`src/rtl/pipeline_ctrl_pkg.sv`:
```
// -----------------------------------------------------------------------------
// pipeline_ctrl_pkg
//   Shared definitions for the 5-stage core stall/flush controller:
//   stall-bus width and bit indices, FSM state encoding, and the stall-merge
//   priority function.
// -----------------------------------------------------------------------------
package pipeline_ctrl_pkg;

  localparam int STALL_W     = 5;
  localparam int STALL_PC    = 0;
  localparam int STALL_IFID  = 1;
  localparam int STALL_IDEX  = 2;
  localparam int STALL_EXMEM = 3;
  localparam int STALL_MEMWB = 4;

  // Hold patterns: a stage stalls itself and everything upstream of it.
  localparam logic [STALL_W-1:0] HOLD_MEM  = 5'b11111;
  localparam logic [STALL_W-1:0] HOLD_EX   = 5'b01111;
  localparam logic [STALL_W-1:0] HOLD_ID   = 5'b00111;
  localparam logic [STALL_W-1:0] HOLD_IF   = 5'b00011;
  localparam logic [STALL_W-1:0] HOLD_NONE = 5'b00000;

  typedef enum logic [1:0] {
    RUN      = 2'd0,
    WAIT_MEM = 2'd1
  } state_t;

  // The most downstream requesting stage wins; its hold pattern covers
  // every request from earlier stages.
  function automatic logic [STALL_W-1:0] merge_stall(
    input logic req_if,
    input logic req_id,
    input logic req_ex,
    input logic req_mem
  );
    if (req_mem)     return HOLD_MEM;
    else if (req_ex) return HOLD_EX;
    else if (req_id) return HOLD_ID;
    else if (req_if) return HOLD_IF;
    else             return HOLD_NONE;
  endfunction

endpackage

```
`src/rtl/pipeline_ctrl_sat_counter.sv`:
```
// -----------------------------------------------------------------------------
// sat_counter
//   Up-counter that sticks at all ones instead of wrapping.
//   Ports:
//     clk    clock
//     rst    asynchronous active-low reset (count -> 0)
//     inc    increment this cycle
//     clr    synchronous clear, takes priority over inc
//     count  current value
// -----------------------------------------------------------------------------
module sat_counter #(
  parameter int WIDTH = 32
) (
  input  logic             clk,
  input  logic             rst,
  input  logic             inc,
  input  logic             clr,
  output logic [WIDTH-1:0] count
);

  // NOTE: sequential state uses non-blocking assignments so every register
  // samples pre-edge values, independent of block ordering.
  always_ff @(posedge clk or negedge rst) begin
    if (!rst)                      count <= '0;
    else if (clr)                  count <= '0;
    else if (inc && (count != '1)) count <= count + WIDTH'(1);
  end

endmodule

```
`src/rtl/pipeline_ctrl.sv`:
```
// -----------------------------------------------------------------------------
// pipeline_ctrl
//   Stall/flush scheduler for the IF/ID/EX/MEM/WB core. Merges per-stage stall
//   requests, sequences exception flushes (deferring them while MEM waits on
//   the bus), counts stalled cycles and runs a stall watchdog.
//   Ports:
//     clk, rst                clock; asynchronous active-low reset
//     stall_req_if/id/ex/mem  per-stage stall requests
//     exc_flag, exc_addr      exception from MEM and its handler address
//     perf_clear              synchronous clear of stall_cycles and timeout
//     stall[4:0]              hold: PC, IF/ID, ID/EX, EX/MEM, MEM/WB
//     flush, flush_pc         kill pipeline and redirect PC (flush_pc=0 if idle)
//     stall_cycles            saturating count of cycles with stall[PC]=1
//     timeout                 sticky watchdog flag
// -----------------------------------------------------------------------------
module pipeline_ctrl
  import pipeline_ctrl_pkg::*;
#(
  parameter int ADDR_WIDTH    = 32,
  parameter int CNT_WIDTH     = 32,
  parameter int STALL_TIMEOUT = 1023  // must be >= 1
) (
  input  logic                  clk,
  input  logic                  rst,
  input  logic                  stall_req_if,
  input  logic                  stall_req_id,
  input  logic                  stall_req_ex,
  input  logic                  stall_req_mem,
  input  logic                  exc_flag,
  input  logic [ADDR_WIDTH-1:0] exc_addr,
  input  logic                  perf_clear,
  output logic [STALL_W-1:0]    stall,
  output logic                  flush,
  output logic [ADDR_WIDTH-1:0] flush_pc,
  output logic [CNT_WIDTH-1:0]  stall_cycles,
  output logic                  timeout
);

  localparam int WD_W = $clog2(STALL_TIMEOUT + 1);

  state_t                state, state_next;
  logic [ADDR_WIDTH-1:0] exc_addr_q;
  logic                  latch_en;
  logic [WD_W-1:0]       wd_count;
  logic                  wd_hit;

  // State and deferred-exception address.
  // NOTE: every control register here has an async reset; the latched address
  // is cleared too so a reset mid-WAIT_MEM leaves nothing pending.
  always_ff @(posedge clk or negedge rst) begin
    if (!rst) begin
      state      <= RUN;
      exc_addr_q <= '0;
    end else begin
      state <= state_next;
      if (latch_en) exc_addr_q <= exc_addr;
    end
  end

  // NOTE: every output of this block gets a default first, so no path leaves
  // a signal unassigned and no latch is inferred.
  always_comb begin
    state_next = state;
    stall      = HOLD_NONE;
    flush      = 1'b0;
    flush_pc   = '0;
    latch_en   = 1'b0;

    unique case (state)
      RUN: begin
        if (exc_flag && !stall_req_mem) begin
          // Flush overrides every stall request this cycle.
          flush    = 1'b1;
          flush_pc = exc_addr;
        end else if (exc_flag) begin
          // MEM is mid-bus-access: freeze everything and flush once it lets go.
          stall      = HOLD_MEM;
          latch_en   = 1'b1;
          state_next = WAIT_MEM;
        end else begin
          stall = merge_stall(stall_req_if, stall_req_id, stall_req_ex, stall_req_mem);
        end
      end
      WAIT_MEM: begin
        // Further exceptions are ignored: the first one owns the flush.
        if (stall_req_mem) begin
          stall = HOLD_MEM;
        end else begin
          flush      = 1'b1;
          flush_pc   = exc_addr_q;
          state_next = RUN;
        end
      end
      default: state_next = RUN;
    endcase

    // Outputs read as idle while reset is held, regardless of request inputs.
    if (!rst) begin
      stall      = HOLD_NONE;
      flush      = 1'b0;
      flush_pc   = '0;
      latch_en   = 1'b0;
      state_next = RUN;
    end
  end

  // Performance counter of stalled cycles.
  sat_counter #(.WIDTH(CNT_WIDTH)) u_stall_cycles (
    .clk   (clk),
    .rst   (rst),
    .inc   (stall[STALL_PC]),
    .clr   (perf_clear),
    .count (stall_cycles)
  );

  // Watchdog: length of the current uninterrupted stall run.
  sat_counter #(.WIDTH(WD_W)) u_watchdog (
    .clk   (clk),
    .rst   (rst),
    .inc   (stall[STALL_PC]),
    .clr   (~stall[STALL_PC]),
    .count (wd_count)
  );

  // Fires on the edge that takes the run length to STALL_TIMEOUT, so timeout
  // becomes visible together with the counter reaching the limit.
  assign wd_hit = stall[STALL_PC] && (wd_count == WD_W'(STALL_TIMEOUT - 1));

  always_ff @(posedge clk or negedge rst) begin
    if (!rst)            timeout <= 1'b0;
    else if (perf_clear) timeout <= 1'b0;
    else if (wd_hit)     timeout <= 1'b1;
  end

endmodule

```
`config.mk`:
```
export PLATFORM = sky130hd
export DESIGN_NAME = pipeline_ctrl
export DESIGN_NICKNAME = d
export VERILOG_FILES = /design/src/rtl/pipeline_ctrl_pkg.sv /design/src/rtl/pipeline_ctrl_sat_counter.sv /design/src/rtl/pipeline_ctrl.sv
export SDC_FILE = /design/constraint.sdc
export NUM_CORES = 1
export LEC_CHECK = 0
export BUFFER_PORTS_ARGS = -buffer_cell sky130_fd_sc_hd__buf_4
export CORE_MARGIN = 5
export CORE_UTILIZATION = 47
export DETAILED_ROUTE_END_ITERATION = 12
export GPL_ROUTABILITY_DRIVEN = 0
export PLACE_DENSITY = 0.73
export SYNTH_ARGS = -nofsm -noshare
export SYNTH_HDL_FRONTEND = slang
export SYNTH_SLANG_ARGS = --single-unit
```
`constraint.sdc`:
```
create_clock -name clk -period 2.7 [get_ports clk]
set_input_delay 0.54 -clock clk [delete_from_list [all_inputs] [get_ports clk]]
set_output_delay 0.54 -clock clk [all_outputs]
set_load 0.05 [all_outputs]
```
Yosys cells after proc, flatten, opt, wreduce, memory -nomap -nowiden
Cells that the tools add are included.

Memories: 0. Bits in read-only memories: 0. Memory bits (writable): 0. Input port bits: 40. Register bits after elaboration: 77. Word-level logic and storage cells: 56. Output and inout port bits: 71. Latch bits: 0.

Div/mod/pow operators: 0. Magnitude comparators: 0. Shift-type cells: 0. Eq/ne operators: 8. Bitwise logic cells: 0. Multiply operators: 0. Muxes and demuxes: 32. Add/sub/neg operators: 2. Reduce and logical (&&, ||, !) cells: 9.

Operators by type and width (number): 32-bit 2-to-1 mux (5); 32-bit one-hot mux with 2 select lines (1); 32-bit by 1-bit adder with 32-bit output, second input constant (1); 32-bit inequality test, second input constant (1); 5-bit 2-to-1 mux (5); 10-bit 2-to-1 mux (2); 10-bit by 1-bit adder with 10-bit output, second input constant (1); 10-bit == test, second input constant (1); 2-bit 2-to-1 mux (5); 10-bit inequality test, second input constant (1); 5-bit one-hot mux with 2 select lines (1); 1-bit 2-to-1 mux (9); 3-bit inequality test, second input constant (3); 1-bit logical AND (4); 4-bit 2-to-1 mux (1); 2-bit one-hot mux with 2 select lines (1); 2-bit nonzero test (2); 3-bit 2-to-1 mux (1); 3-bit AND reduction (1); 2-bit by 1-bit == test with 1-bit output, second input constant (1); 2-bit logical NOT (1); 2-bit by 1-bit inequality test with 1-bit output, second input constant (1); 1-bit one-hot mux with 2 select lines (1); 1-bit logical NOT (1).

Longest topological paths before layout
Word-level depth: 11. Mapped depth: 9. Depth with buffers taken out: 6.

By module
A second synthesis with hierarchy kept.

Cell total of the unflattened synthesis: 414. Area total of the unflattened synthesis: 4270.3 sq um.

Modules (own cells, without submodules): pipeline_ctrl (cells each 161, area an instance 1879.3 sq um, times used 1, seq. area each 850.8 sq um); sat_counter at u_stall_cycles (cells each 198, area an instance 1854.3 sq um, times used 1, seq. area each 800.8 sq um); sat_counter at u_watchdog (cells each 55, area an instance 536.8 sq um, times used 1, seq. area each 250.2 sq um).

Least setup slack after synthesis
OpenSTA, ideal clock, no wires.

Kind: register to output. From: register state[0]. To: output flush_pc[10]. Arrival: 2093 ps. Data required time: 2160 ps. Path buffers: 3. Setup slack: 67 ps. Stages on the path, launching flop included: 7. Cells stage by stage: dfrtp_1 -> clkbuf_1 -> nor2_2 -> or3b_2 -> clkbuf_1 -> clkbuf_1 -> nor2_1.

Longest elaborated chain between the ends: 3. Elaborated cells on any way between the ends: 4. Those cells by class: 1 x eq/ne; 2 x mux; 1 x reduce/logical.

RTL lines: start, declared (RTL line pipeline_ctrl.sv:41) `state_t state, state_next;`; start signal, assigned (RTL line pipeline_ctrl.sv:55) `state <= state_next;`; 2-bit by 1-bit == test with 1-bit output / 2-bit logical NOT (equally long branches) (RTL line pipeline_ctrl.sv:69) `unique case (state)`; 32-bit one-hot mux with 2 select lines (*) (RTL line pipeline_ctrl.sv:69); 32-bit 2-to-1 mux (*) (RTL line pipeline_ctrl.sv:98) `if (!rst) begin`; end, declared (RTL line pipeline_ctrl.sv:34) `output logic [ADDR_WIDTH-1:0] flush_pc,`.

Mark *: on every way between the ends. The rest lies on a longest branch, timed or not.

Worst setup path in the final report
From: register state[0]. To: output flush_pc[21].

The elaborated chain is that of the path after synthesis.

==> flow_metrics.env <==
export IMPL_status="complete, no violations"
export IMPL_grt_antenna_before_repair=0
export IMPL_dr_wl_met2_um=4860
export IMPL_m1WireLength_um=4510
export IMPL_diodes=0
export IMPL_netlist_top_cells_count="dfrtp_1, nor2_1, mux2_2"
export IMPL_vias_per_cell=5.65
export IMPL_area_growth_pct=26.8
export IMPL_critPathMaxFanout=33
export IMPL_ys_types=49
export IMPL_fin_crit_ps=2490
export IMPL_post_dp_cell_area_mm2=0.00507
export IMPL_clkSinkCount=76
export IMPL_hpwl_um=7390
export IMPL_h_tree_depth=3
export IMPL_multi_input_area_mm2=0.00212
export IMPL_grt_setup_unrepaired="false"
export IMPL_syn_inst=409
export IMPL_period_share=0.922
export IMPL_dieArea_mm2=0.0108
export IMPL_yosysWarnings=0
export IMPL_worstPathArrival_ps=1950
export IMPL_hold_buffers=0
export IMPL_grt_usage=0.187
export IMPL_overflow=0
export IMPL_dp_slack_ps=269
export IMPL_clockBufferDepth=2
export IMPL_cp_start_kind="flip-flop"
export IMPL_leakagePower_nw=2.35
export IMPL_synthMostInstantiatedCell="dfrtp_1"
export IMPL_ir_drop_mv=0.244
export IMPL_setup_viol=0
export IMPL_regArea_mm2=0.00190
export IMPL_wl_per_cell_um=16.2
export IMPL_avgSynthCellArea_um2=10.1
export IMPL_drtIter0Drc=159
export IMPL_fin_tns_setup_ps=0
export IMPL_cts_tree="built"
export IMPL_die_height_um=104
export IMPL_synth_ff_type="dfrtp_1"
export IMPL_async_reset_ff_frac=1.00
export IMPL_vias=3553
export IMPL_drv_slew=0
export IMPL_crit_type="reg -> out"
export IMPL_synth_area_mm2=0.00415
export IMPL_ys_ff_latch=76
export IMPL_ioPinCount=111
export IMPL_fmax_mhz=402
export IMPL_synth_edf_count=0
export IMPL_clk_pin_slew_ps=90
export IMPL_synth_top_area_frac=0.459
export IMPL_grt_pass1_wl_um=17000
export IMPL_totalWireLength_um=10200
export IMPL_synth_area_leaders="dfrtp_1, mux2_2, mux2i_1"
export IMPL_fin_nets=559
export IMPL_top_layer="met4"
export IMPL_cp_required_ps=2160
export IMPL_ys_seq_area_frac=0.459
export IMPL_powerDensity_mw_per_mm2=490
export IMPL_finalInstanceArea_mm2=0.00526
export IMPL_cts_resized_gates=0
export IMPL_fp_coreArea_mm2=0.00868
export IMPL_cts_buffers=9
export IMPL_end_kind="output pin"
export IMPL_drc=0
export IMPL_grt_max_degree=58
export IMPL_port_buffers=110
export IMPL_min_path_type="in -> async"
export IMPL_holdWs_ps=187
export IMPL_hold_viol=0
export IMPL_postRouteAntennaNets=0
export IMPL_cap_violations=0
export IMPL_std_cell_rows=34
export IMPL_synthesis_nets=452
export IMPL_wl_met3_um=684
export IMPL_tightestPinTransition_ps=714
export IMPL_slew_headroom=0.524
export IMPL_cts_root_buf="clkbuf_8"
export IMPL_drive_gt1_frac=0.349
export IMPL_yosys_area_top_type="dfrtp_1"
export IMPL_fillCellCount=749
export IMPL_drtPass1Iterations=4
export IMPL_insertion_delay_ps=360
export IMPL_total_power_mw=2.57
export IMPL_postLayoutSetupSlackWorst_ps=210
export IMPL_grt_pass1_vias=3393
export IMPL_die_w_um=104
export IMPL_initial_core_util=0.478
export IMPL_post_cts_repair_setup_buffers=0
export IMPL_final_setup_skew_ps=11.1
## where the power goes
group          switching [mW]  internal (mW)
sequential             0.0541           1.24
clock                   0.477          0.358
combinational           0.245          0.197
total                   0.777           1.80
## layout by cell type, fill, tap and decap left out, types with 4 or more instances in the layout
cell,n
a21oi_1,25
and3_1,7
and4_1,6
buf_4,118
clkbuf_8,9
dfrtp_1,75
inv_1,6
inv_6,5
mux2_2,34
mux2i_1,33
nand2_1,16
nand2b_1,4
nand3_1,15
nand4_1,14
nor2_1,57
nor2b_1,5
nor3_1,4
o21ai_0,9
o31ai_1,9
or3_1,7
or4_1,11
xnor2_1,8
## worst max-delay path, stage by stage, from the launching register on
cell and delay [ps]:
dfrtp_2 370, nor2_2 60, or3b_2 730, nor2_1 220, buf_4 220
## kinds of logic (layout without fill, tap and decap cells)
group                    Yosys count  count (layout)  synth area share
flip-flops                        76              76             0.459
AO/OA/AOI/OAI                     62              62            0.0959
multiplexers                      67              67             0.172
buffers and inverters             28             140            0.0296
adder cells (fa/ha/maj)            3               3           0.00905
AND/OR/NAND/NOR                  162             162             0.212
XOR/XNOR                          11              11            0.0232
## sequential cells by signal, summed over array words and instances (netlist names)
| register | flops |
|---|---|
| exc_addr_q | 32 |
| state | 1 |
| timeout | 1 |
| u_stall_cycles.count | 32 |
| u_watchdog.count | 10 |
## metrics by stage
step | std cells | utilization
after global placement | 613 | 0.584
after detailed placement | 613 | 0.584
after floorplan | 409 | -
after CTS | 629 | 0.606
final | 629 | 0.606
after global routing | 629 | 0.606
## final cells by class
class                      instances  share of cell area
clock inverter                     7              0.0121
clock buffer                       9              0.0236
sequential                        76               0.362
multi-input combinational        305               0.404
tap                              108              0.0257
timing repair buffer             118               0.168
inverter                           6             0.00428
## per-layer routing
layer  track usage  vias to the layer above
li1              -                     1707
met1         0.252                     1709
met2         0.297                      126
met3        0.0503                       11
met4        0.0546                        0
met5             0                        -
## path summary, 6_finish.rpt
check                      cells after the start  slack [ps]                  endpoint                     from
setup / recovery                               4         210              flush_pc[21]                 state[0]
hold / removal                                 2         190       u_watchdog.count[4]                      rst
setup reg to reg                               6         280  u_stall_cycles.count[30]  u_stall_cycles.count[0]
hold reg to reg                                1         510            exc_addr_q[24]           exc_addr_q[24]
max in group asynchronous                      2        1870             exc_addr_q[1]                      rst
min in group clk                               2         410             exc_addr_q[5]              exc_addr[5]
(Power assumes the default switching activity.)
